**src/rtl/tdes_sequencer_if.sv**
```systemverilog
// Handshake and data bundle between a Triple-DES requester, the sequencer
// and the single-pass DES stage it drives.
interface tdes_if;
  logic        start;
  logic        tdes_mode;
  logic [63:0] block_in;
  logic        next_data;
  logic [63:0] des_result;
  logic        data_ready;
  logic        rw_mode;
  logic [1:0]  key_select;
  logic [63:0] des_data_in;
  logic [63:0] block_out;
  logic        busy;
  logic        done;
  logic        error;
  logic [1:0]  pass_num;

  modport master (
    output start, tdes_mode, block_in, next_data, des_result,
    input  data_ready, rw_mode, key_select, des_data_in, block_out,
           busy, done, error, pass_num
  );

  modport slave (
    input  start, tdes_mode, block_in, next_data, des_result,
    output data_ready, rw_mode, key_select, des_data_in, block_out,
           busy, done, error, pass_num
  );
endinterface

```
**src/rtl/tdes_sequencer.sv**
```systemverilog
// Chains three DES passes into one Triple-DES operation.
// Encrypt: E(K1) D(K2) E(K3); decrypt: D(K3) E(K2) D(K1).
// Each pass result is written back into the working register, which is
// presented to the DES stage as its next input.
module tdes_sequencer #(
  parameter int unsigned TIMEOUT = 32,
  parameter int unsigned CNT_W   = 6
) (
  input  logic  clk,
  input  logic  n_rst,
  tdes_if.slave bus
);

  typedef enum logic [2:0] {IDLE, LAUNCH, WAIT, FINISH, ERROR} state_t;

  state_t            state, state_nxt;
  logic [63:0]       work;
  logic [63:0]       out_q;
  logic [CNT_W-1:0]  cnt;
  logic [1:0]        pass;
  logic              mode;
  logic              done_q;
  logic              accept;
  logic              timed_out;
  logic              rw_dec;
  logic [1:0]        key_dec;

  assign accept    = bus.start && (state == IDLE || state == ERROR);
  assign timed_out = (cnt == CNT_W'(TIMEOUT - 1));

  // State register
  always_ff @(posedge clk) begin
    if (!n_rst) state <= IDLE;
    else        state <= state_nxt;
  end

  // Next-state decode; completion takes priority over the timeout compare
  always_comb begin
    state_nxt = state;
    case (state)
      IDLE, ERROR: if (accept) state_nxt = LAUNCH;
      LAUNCH:      state_nxt = WAIT;
      WAIT: begin
        if (bus.next_data)  state_nxt = (pass == 2'd2) ? FINISH : LAUNCH;
        else if (timed_out) state_nxt = ERROR;
      end
      FINISH:      state_nxt = IDLE;
      default:     state_nxt = IDLE;
    endcase
  end

  // Working register, pass index, timeout counter and result register
  always_ff @(posedge clk) begin
    if (!n_rst) begin
      work   <= '0;
      out_q  <= '0;
      cnt    <= '0;
      pass   <= '0;
      mode   <= 1'b0;
      done_q <= 1'b0;
    end else begin
      done_q <= (state == FINISH);
      case (state)
        IDLE, ERROR: begin
          if (accept) begin
            work <= bus.block_in;
            mode <= bus.tdes_mode;
            pass <= '0;
            cnt  <= '0;
          end
        end
        LAUNCH: cnt <= '0;
        WAIT: begin
          if (bus.next_data) begin
            work <= bus.des_result;
            if (pass != 2'd2) pass <= pass + 2'd1;
          end else if (!timed_out) begin
            cnt <= cnt + 1'b1;
          end
        end
        FINISH:  out_q <= work;
        default: ;
      endcase
    end
  end

  // Per-pass direction and key; decrypt walks the key schedule backwards
  always_comb begin
    rw_dec  = 1'b0;
    key_dec = 2'd0;
    if (state == LAUNCH || state == WAIT) begin
      if (!mode) begin
        rw_dec  = pass[0];
        key_dec = pass;
      end else begin
        rw_dec  = ~pass[0];
        key_dec = 2'd2 - pass;
      end
    end
  end

  assign bus.data_ready  = (state == LAUNCH);
  assign bus.rw_mode     = rw_dec;
  assign bus.key_select  = key_dec;
  assign bus.des_data_in = work;
  assign bus.block_out   = out_q;
  assign bus.busy        = (state == LAUNCH) || (state == WAIT) || (state == FINISH);
  assign bus.done        = done_q;
  assign bus.error       = (state == ERROR);
  assign bus.pass_num    = pass;

endmodule
```
**src/flat_wrapper.sv**
```systemverilog
// flat-port wrapper written by rule: the top's interface ports become plain ports
module tdes_sequencer_flat 
#(
  parameter int unsigned TIMEOUT = 32,
  parameter int unsigned CNT_W   = 6
)
  (clk, n_rst, bus_start, bus_tdes_mode, bus_block_in, bus_next_data, bus_des_result, bus_data_ready, bus_rw_mode, bus_key_select, bus_des_data_in, bus_block_out, bus_busy, bus_done, bus_error, bus_pass_num);
  tdes_if bus_i ();
  input  logic clk;
  input  logic n_rst;
  input wire logic [$bits(bus_i.start)-1:0] bus_start;
  input wire logic [$bits(bus_i.tdes_mode)-1:0] bus_tdes_mode;
  input wire logic [$bits(bus_i.block_in)-1:0] bus_block_in;
  input wire logic [$bits(bus_i.next_data)-1:0] bus_next_data;
  input wire logic [$bits(bus_i.des_result)-1:0] bus_des_result;
  output wire logic [$bits(bus_i.data_ready)-1:0] bus_data_ready;
  output wire logic [$bits(bus_i.rw_mode)-1:0] bus_rw_mode;
  output wire logic [$bits(bus_i.key_select)-1:0] bus_key_select;
  output wire logic [$bits(bus_i.des_data_in)-1:0] bus_des_data_in;
  output wire logic [$bits(bus_i.block_out)-1:0] bus_block_out;
  output wire logic [$bits(bus_i.busy)-1:0] bus_busy;
  output wire logic [$bits(bus_i.done)-1:0] bus_done;
  output wire logic [$bits(bus_i.error)-1:0] bus_error;
  output wire logic [$bits(bus_i.pass_num)-1:0] bus_pass_num;
  assign bus_i.start = bus_start;
  assign bus_i.tdes_mode = bus_tdes_mode;
  assign bus_i.block_in = bus_block_in;
  assign bus_i.next_data = bus_next_data;
  assign bus_i.des_result = bus_des_result;
  assign bus_data_ready = bus_i.data_ready;
  assign bus_rw_mode = bus_i.rw_mode;
  assign bus_key_select = bus_i.key_select;
  assign bus_des_data_in = bus_i.des_data_in;
  assign bus_block_out = bus_i.block_out;
  assign bus_busy = bus_i.busy;
  assign bus_done = bus_i.done;
  assign bus_error = bus_i.error;
  assign bus_pass_num = bus_i.pass_num;
  tdes_sequencer #(.TIMEOUT(TIMEOUT), .CNT_W(CNT_W)) u_core (.clk(clk), .n_rst(n_rst), .bus(bus_i));
endmodule
```
**config.mk**
```make
export PLATFORM = sky130hd
export DESIGN_NAME = tdes_sequencer_flat
export DESIGN_NICKNAME = d
export VERILOG_FILES = /design/src/rtl/tdes_sequencer_if.sv /design/src/rtl/tdes_sequencer.sv /design/src/flat_wrapper.sv
export SDC_FILE = /design/constraint.sdc
export NUM_CORES = 1
export LEC_CHECK = 0
export CAP_MARGIN = 10
export CELL_PAD_IN_SITES_DETAIL_PLACEMENT = 1
export CELL_PAD_IN_SITES_GLOBAL_PLACEMENT = 1
export CORE_MARGIN = 3
export CORE_UTILIZATION = 31
export CTS_BUF_LIST = sky130_fd_sc_hd__clkbuf_4 sky130_fd_sc_hd__clkbuf_8
export DETAILED_ROUTE_END_ITERATION = 12
export PLACE_DENSITY = 0.79
export SYNTH_ARGS = -nofsm -noshare
export SYNTH_HDL_FRONTEND = slang
export SYNTH_SLANG_ARGS = --single-unit
```
**constraint.sdc**
```tcl
create_clock -name clk -period 1.76 [get_ports clk]
set_input_delay 0.44 -clock clk [delete_from_list [all_inputs] [get_ports clk]]
set_output_delay 0.44 -clock clk [all_outputs]
set_load 0.05 [all_outputs]
```
=== Word-level counts from Yosys, hierarchy flattened ===
Cells that the tools add are included.

* Register bits after elaboration: 141
* Input bits: 133
* Output and inout port bits: 137
* Logic and storage cells: 57

* $add $sub $neg: 3
* Equal/unequal tests: 13
* Multiplexer cells: 20
* Bitwise operators: 1
* Reductions and logical operators: 13

{| class="wikitable"
|+ Operator list
! cell !! count
|-
| 64-bit 2-to-1 mux || 2
|-
| 64-bit case mux with 2 select lines || 1
|-
| 6-bit 2-to-1 mux || 3
|-
| 6-bit case mux with 3 select lines || 1
|-
| 2-bit 2-to-1 mux || 6
|-
| 3-bit 2-to-1 mux || 3
|-
| 3-bit case mux with 3 select lines || 1
|-
| 2-bit inequality test, second input constant || 4
|-
| 4-bit AND reduction || 2
|-
| 6-bit by 1-bit adder with 6-bit output, second input constant || 1
|-
| 3-bit by 2-bit == test with 1-bit output, second input constant || 2
|-
| 6-bit by 5-bit == test with 1-bit output, second input constant || 1
|-
| 2-bit by 1-bit inequality test with 1-bit output, second input constant || 2
|-
| 2-bit case mux with 2 select lines || 1
|-
| 2-bit AND reduction || 2
|-
| 3-bit by 1-bit == test with 1-bit output, second input constant || 1
|-
| 3-bit == test, second input constant || 1
|-
| 3-bit logical NOT || 1
|-
| 1-bit logical OR || 3
|-
| 3-bit by 2-bit inequality test with 1-bit output, second input constant || 1
|-
| 3-bit AND reduction || 1
|-
| 3-bit nonzero test || 1
|-
| 2-bit by 1-bit adder with 2-bit output, second input constant || 1
|-
| 2-bit == test, second input constant || 1
|-
| other kinds (6) || 7
|}

=== Depth between registers and ports, before layout ===
* Depth after elaboration: 5
* Depth in mapped cells: 7
* Depth with buffers taken out: 5

=== Least setup slack after synthesis ===
Ideal clock, no wire load.

* Kind: reg-to-output
* Start: reg u_core.state[0]
* End: out bus_key_select[1]
* Arrival time: 2.801 ns
* Data required time: 1.320 ns
* Setup slack: -1.481 ns
* Cell stages (with the launch flop): 5
* Cell sequence: dfxtp_1 -> buf_2 -> nor3b_1 -> nor2_1 -> nor2_1

* Cells in the longest elaborated chain, start to end: 3
* Elaborated cells between the ends (all ways): 4

{| class="wikitable"
|+ Ends and longest elaborated chain
! element !! RTL line !! RTL
|-
| start: declaration || tdes_sequencer.sv:16 || <nowiki>state_t state, state_nxt;</nowiki>
|-
| start signal: assignment || tdes_sequencer.sv:34 || <nowiki>else state <= state_nxt;</nowiki>
|-
| 3-bit by 1-bit == test with 1-bit output || n/a ||
|-
| named net bus_data_ready || flat_wrapper.sv:16 || <nowiki>output wire logic [$bits(bus_i.data_ready)-1:0] bus_data_ready;</nowiki>
|-
| 1-bit logical OR || tdes_sequencer.sv:91 || <nowiki>if (state == LAUNCH || state == WAIT) begin</nowiki>
|-
| 2-bit 2-to-1 mux || tdes_sequencer.sv:91 ||
|-
| end: declaration || flat_wrapper.sv:18 || <nowiki>output wire logic [$bits(bus_i.key_select)-1:0] bus_key_select;</nowiki>
|}

The timed path passes the listed nets, and every way through them passes these cells.

=== Worst setup path in the final report ===
* Start: reg u_core.state[1]
* End: out bus_key_select[1]

* Cells in the longest elaborated chain, start to end: 3
* Elaborated cells between the ends (all ways): 4

{| class="wikitable"
|+ Ends and longest elaborated chain
! element !! RTL line
|-
| 3-bit by 1-bit == test with 1-bit output / 3-bit by 2-bit == test with 1-bit output (equally long branches) || tdes_sequencer.sv:91
|-
| 1-bit logical OR (*) || tdes_sequencer.sv:91
|-
| 2-bit 2-to-1 mux (*) || tdes_sequencer.sv:91
|}

Mark *: on every way between the ends. The rest lies on a longest branch, timed or not.

==> impl_metrics.json <==
{
  "setup-violations-final": 20,
  "areaGrowthSynthToFinish_pct": 54.7,
  "ant_nets": 0,
  "buffer_ports.inserted": 269,
  "post-synth-top-count-cell": "sky130_fd_sc_hd__nand2_1",
  "yosysTopAreaCell": "sky130_fd_sc_hd__dfxtp_1",
  "end_kind": "output port",
  "floorplan.initialDensity": 0.321,
  "grt_setup_unrepaired": "true",
  "globalplace.congestion": 0.764,
  "synth-seq-cells": 141,
  "synth_edf_count": 0,
  "violations": "setup timing",
  "post_drt_via_cell_ratio": 4.80,
  "cts_tree": "done",
  "grt-ovfl-total": 0,
  "via_count_of_the_first_global_routing_pass": 5750,
  "syn-cell-area_um2": 6120,
  "rows": 50,
  "achievable-frequency_mhz": 513,
  "timing_worst_setup_path_type": "register to output port",
  "clk-insertion-delay-late_ns": 0.44,
  "detail_route.iter0.violations": 171,
  "die_span_y_um": 147,
  "timing.final.ws_setup_ns": -0.191,
  "kind_of_start_point_of_the_critical_path": "register",
  "finalCoreUtilization": 0.496,
  "max-cap-violations": 0,
  "nNetsFinal": 1056,
  "placeableCoreArea_um2": 19100,
  "yosys_warnings": 0,
  "cts_made_buffers": 17,
  "vdd_ir_drop_max_v": 0.000372,
  "final.period_utilization": 1.11,
  "slew-limit-headroom": 0.724,
  "yosys.area.top_type_share": 0.461,
  "design.portCount": 270,
  "die_area_um2": 21500,
  "async_flop_share": 0,
  "ctsRootBufferMaster": "sky130_fd_sc_hd__clkbuf_8",
  "synth_commonest_cells": "199 x sky130_fd_sc_hd__nand2_1, 141 x sky130_fd_sc_hd__dfxtp_1, 68 x sky130_fd_sc_hd__mux2i_1, 64 x sky130_fd_sc_hd__o211a_1, 52 x sky130_fd_sc_hd__a21boi_1",
  "cts.sink_count": 141,
  "timing.critical_path.slowest_stage_cell": "sky130_fd_sc_hd__dfxtp_2",
  "worstHoldPathType": "input pin to register",
  "final-instance-count-excl-fill": 1194,
  "synthCells": 650,
  "synthesis.area_per_instance_um2": 9.42,
  "hold_viol": 0,
  "max_stage_delay_ns": 0.34,
  "outcome": "complete, but fails checks",
  "synth.lib_cells_used.distinct": 41,
  "drt-wirelength-per-cell_um": 17.0,
  "crit_path_max_fanout": 3,
  "cell_repeated_most_along_the_worst_path": "sky130_fd_sc_hd__nor2_4",
  "die_width_um": 147,
  "power_per_cell_area_nw_per_um2": 866,
  "final_layout_size_suffix_gt1_frac": 0.253,
  "synthTopCellsByArea": "sky130_fd_sc_hd__dfxtp_1 46%, sky130_fd_sc_hd__nand2_1 12%, sky130_fd_sc_hd__mux2i_1 11%",
  "numPlacedInstances": 1155,
  "depth_of_the_cts_h_tree": 4,
  "slew_at_the_pin_closest_to_its_max_slew_limit_ns": 0.413,
  "grt_start_max_net_pins": 69,
  "drtPass1Iterations": 4,
  "insertedDiodeCount": 0,
  "drc": 0,
  "cts.clk_slew.worst_paths_ns": 0.09,
  "fin_hold_ws_ns": 0.443,
  "layout.filler_cells": 2176,
  "global_route_wire_length_before_repair_mm": 31.0,
  "dp_hpwl_mm": 14.9,
  "global_route.usage.total": 0.180,
  "cp_cell_sequence": "buf_6 -> nor3b_4 -> nor2_4 -> nor2_4 -> buf_12",
  "finalClockSkew_ns": 0.0155,
  "final.min_clock_period_ns": 1.95,
  "clockBufferDepth": 2,
  "initial_antenna_violation_count": 0,
  "synth_flop_cell": "sky130_fd_sc_hd__dfxtp_1",
  "preCtsSetupSlack_ns": -0.264,
  "multi_input_area_um2": 3070,
  "leakagePower_uw": 0.00425,
  "cp_data_required_time_ns": 1.32,
  "slew_viol_final": 0,
  "seqCellArea_um2": 2830,
  "synth-seq-area-share": 0.461,
  "wirelength_mm": 20.3,
  "synth.net_count": 785,
  "route.vias.total": 5735,
  "arrival_ns": 1.51
}
==> cells by family (layout without fill, tap and decap cells) <==
group           after synthesis  count (layout)  synth area share
simple gates                240             240             0.167
compound gates              143             143             0.202
flops                       141             141             0.461
mux                          68              68             0.111
buf+inv                      55             339            0.0535
fa+ha+maj                     2               2           0.00409
xor+xnor                      1               1           0.00143
==> metal layers <==
layer	vias to the layer above	part of all wire	GRT usage
met1	2736	0.43	0.215
met4	0	0.013	0.0560
li1	2773	-	-
met2	208	0.48	0.301
met3	18	0.080	0.0658
met5	-	0	0
==> cells in the final DEF, fill, tap and decap left out, types with 2 or more instances in the layout <==
cell                              count
sky130_fd_sc_hd__o22a_1               2
sky130_fd_sc_hd__buf_12              14
sky130_fd_sc_hd__nor3_1               2
sky130_fd_sc_hd__nand4_1              2
sky130_fd_sc_hd__dfxtp_1            136
sky130_fd_sc_hd__dfxtp_2              3
sky130_fd_sc_hd__clkinvlp_4           4
sky130_fd_sc_hd__nor3b_4              2
sky130_fd_sc_hd__dfxtp_4              2
sky130_fd_sc_hd__nor2_4               6
sky130_fd_sc_hd__inv_6                3
sky130_fd_sc_hd__a21boi_1            52
sky130_fd_sc_hd__and3_1               2
sky130_fd_sc_hd__buf_4              154
sky130_fd_sc_hd__o211a_1             64
sky130_fd_sc_hd__a21boi_0            14
sky130_fd_sc_hd__nor2_1               3
sky130_fd_sc_hd__mux2i_1             67
sky130_fd_sc_hd__nand3_1              7
sky130_fd_sc_hd__bufinv_16            2
sky130_fd_sc_hd__nand2b_1             2
sky130_fd_sc_hd__o21ai_0              2
sky130_fd_sc_hd__a211o_1              2
sky130_fd_sc_hd__buf_6                6
sky130_fd_sc_hd__nand3b_1             2
sky130_fd_sc_hd__clkbuf_8            18
sky130_fd_sc_hd__clkinv_2             3
sky130_fd_sc_hd__clkdlybuf4s50_1    131
sky130_fd_sc_hd__nand2_1            198
==> state kept, by name, summed over array words and instances (netlist names) <==
signal                  cells
u_core.bus.block_out       64
u_core.bus.des_data_in     64
u_core.cnt                  6
u_core.state                3
u_core.bus.pass_num         2
u_core.bus.done             1
u_core.mode                 1
==> final cells by class <==
type                            count  area share
Multi-Input combinational cell    454       0.325
Sequential cell                   141       0.299
Inverter                            1    0.000396
Timing Repair Buffer              306       0.300
Clock inverter                     13      0.0148
Tap cell                          260      0.0343
Clock buffer                       19      0.0269
==> report_power, final <==
group          leakage (µW)  switching [µW]  internal, µW
Clock              0.000192            1310          1320
Sequential          0.00115             152          3370
Combinational       0.00290            1190           869
Total               0.00425            2640          5560
==> timing repair <==
action,CTS,global route
pin swaps,6,7
resized for setup,12,8
hold buffers,0,0
endpoints found under the setup margin,6,9
setup buffers,2,4
gates cloned,0,1
==> worst max-delay path, delay by kind of cell (launching register included) <==
| family | cells | cell delay [ns] |
|---|---|---|
| flops | 1 | 0.34 |
| buf+inv | 2 | 0.27 |
| simple gates | 3 | 0.46 |
==> final timing paths <==
check,from,end,slack (ns),cells after the start
setup / recovery,u_core.state[1]$_SDFFE_PN0P_,bus_key_select[1],-0.19,5
hold / removal,n_rst,u_core.bus.des_data_in[15]$_SDFFE_PN0P_,0.44,2
setup reg to reg,u_core.state[1]$_SDFFE_PN0P_,u_core.bus.des_data_in[24]$_SDFFE_PN0P_,-0.05,7
hold reg to reg,u_core.bus.block_out[29]$_SDFFE_PN0P_,u_core.bus.block_out[29]$_SDFFE_PN0P_,0.45,2
==> through the flow <==
| step | TNS (ns) | power [µW] | area, µm² |
|---|---|---|---|
| 3_3_place_gp | -13.17 | 5590 | 8930 |
| 6_report | -1.10 | 8200 | 9470 |
| 3_5_place_dp | -15.96 | 5610 | 8930 |
| 4_1_cts | -1.23 | 8290 | 9380 |
| 2_1_floorplan | -0.442 | 4780 | 6170 |
| 5_1_grt | -4.09 | 8600 | 9470 |
Power figures use the tool's default switching activity.
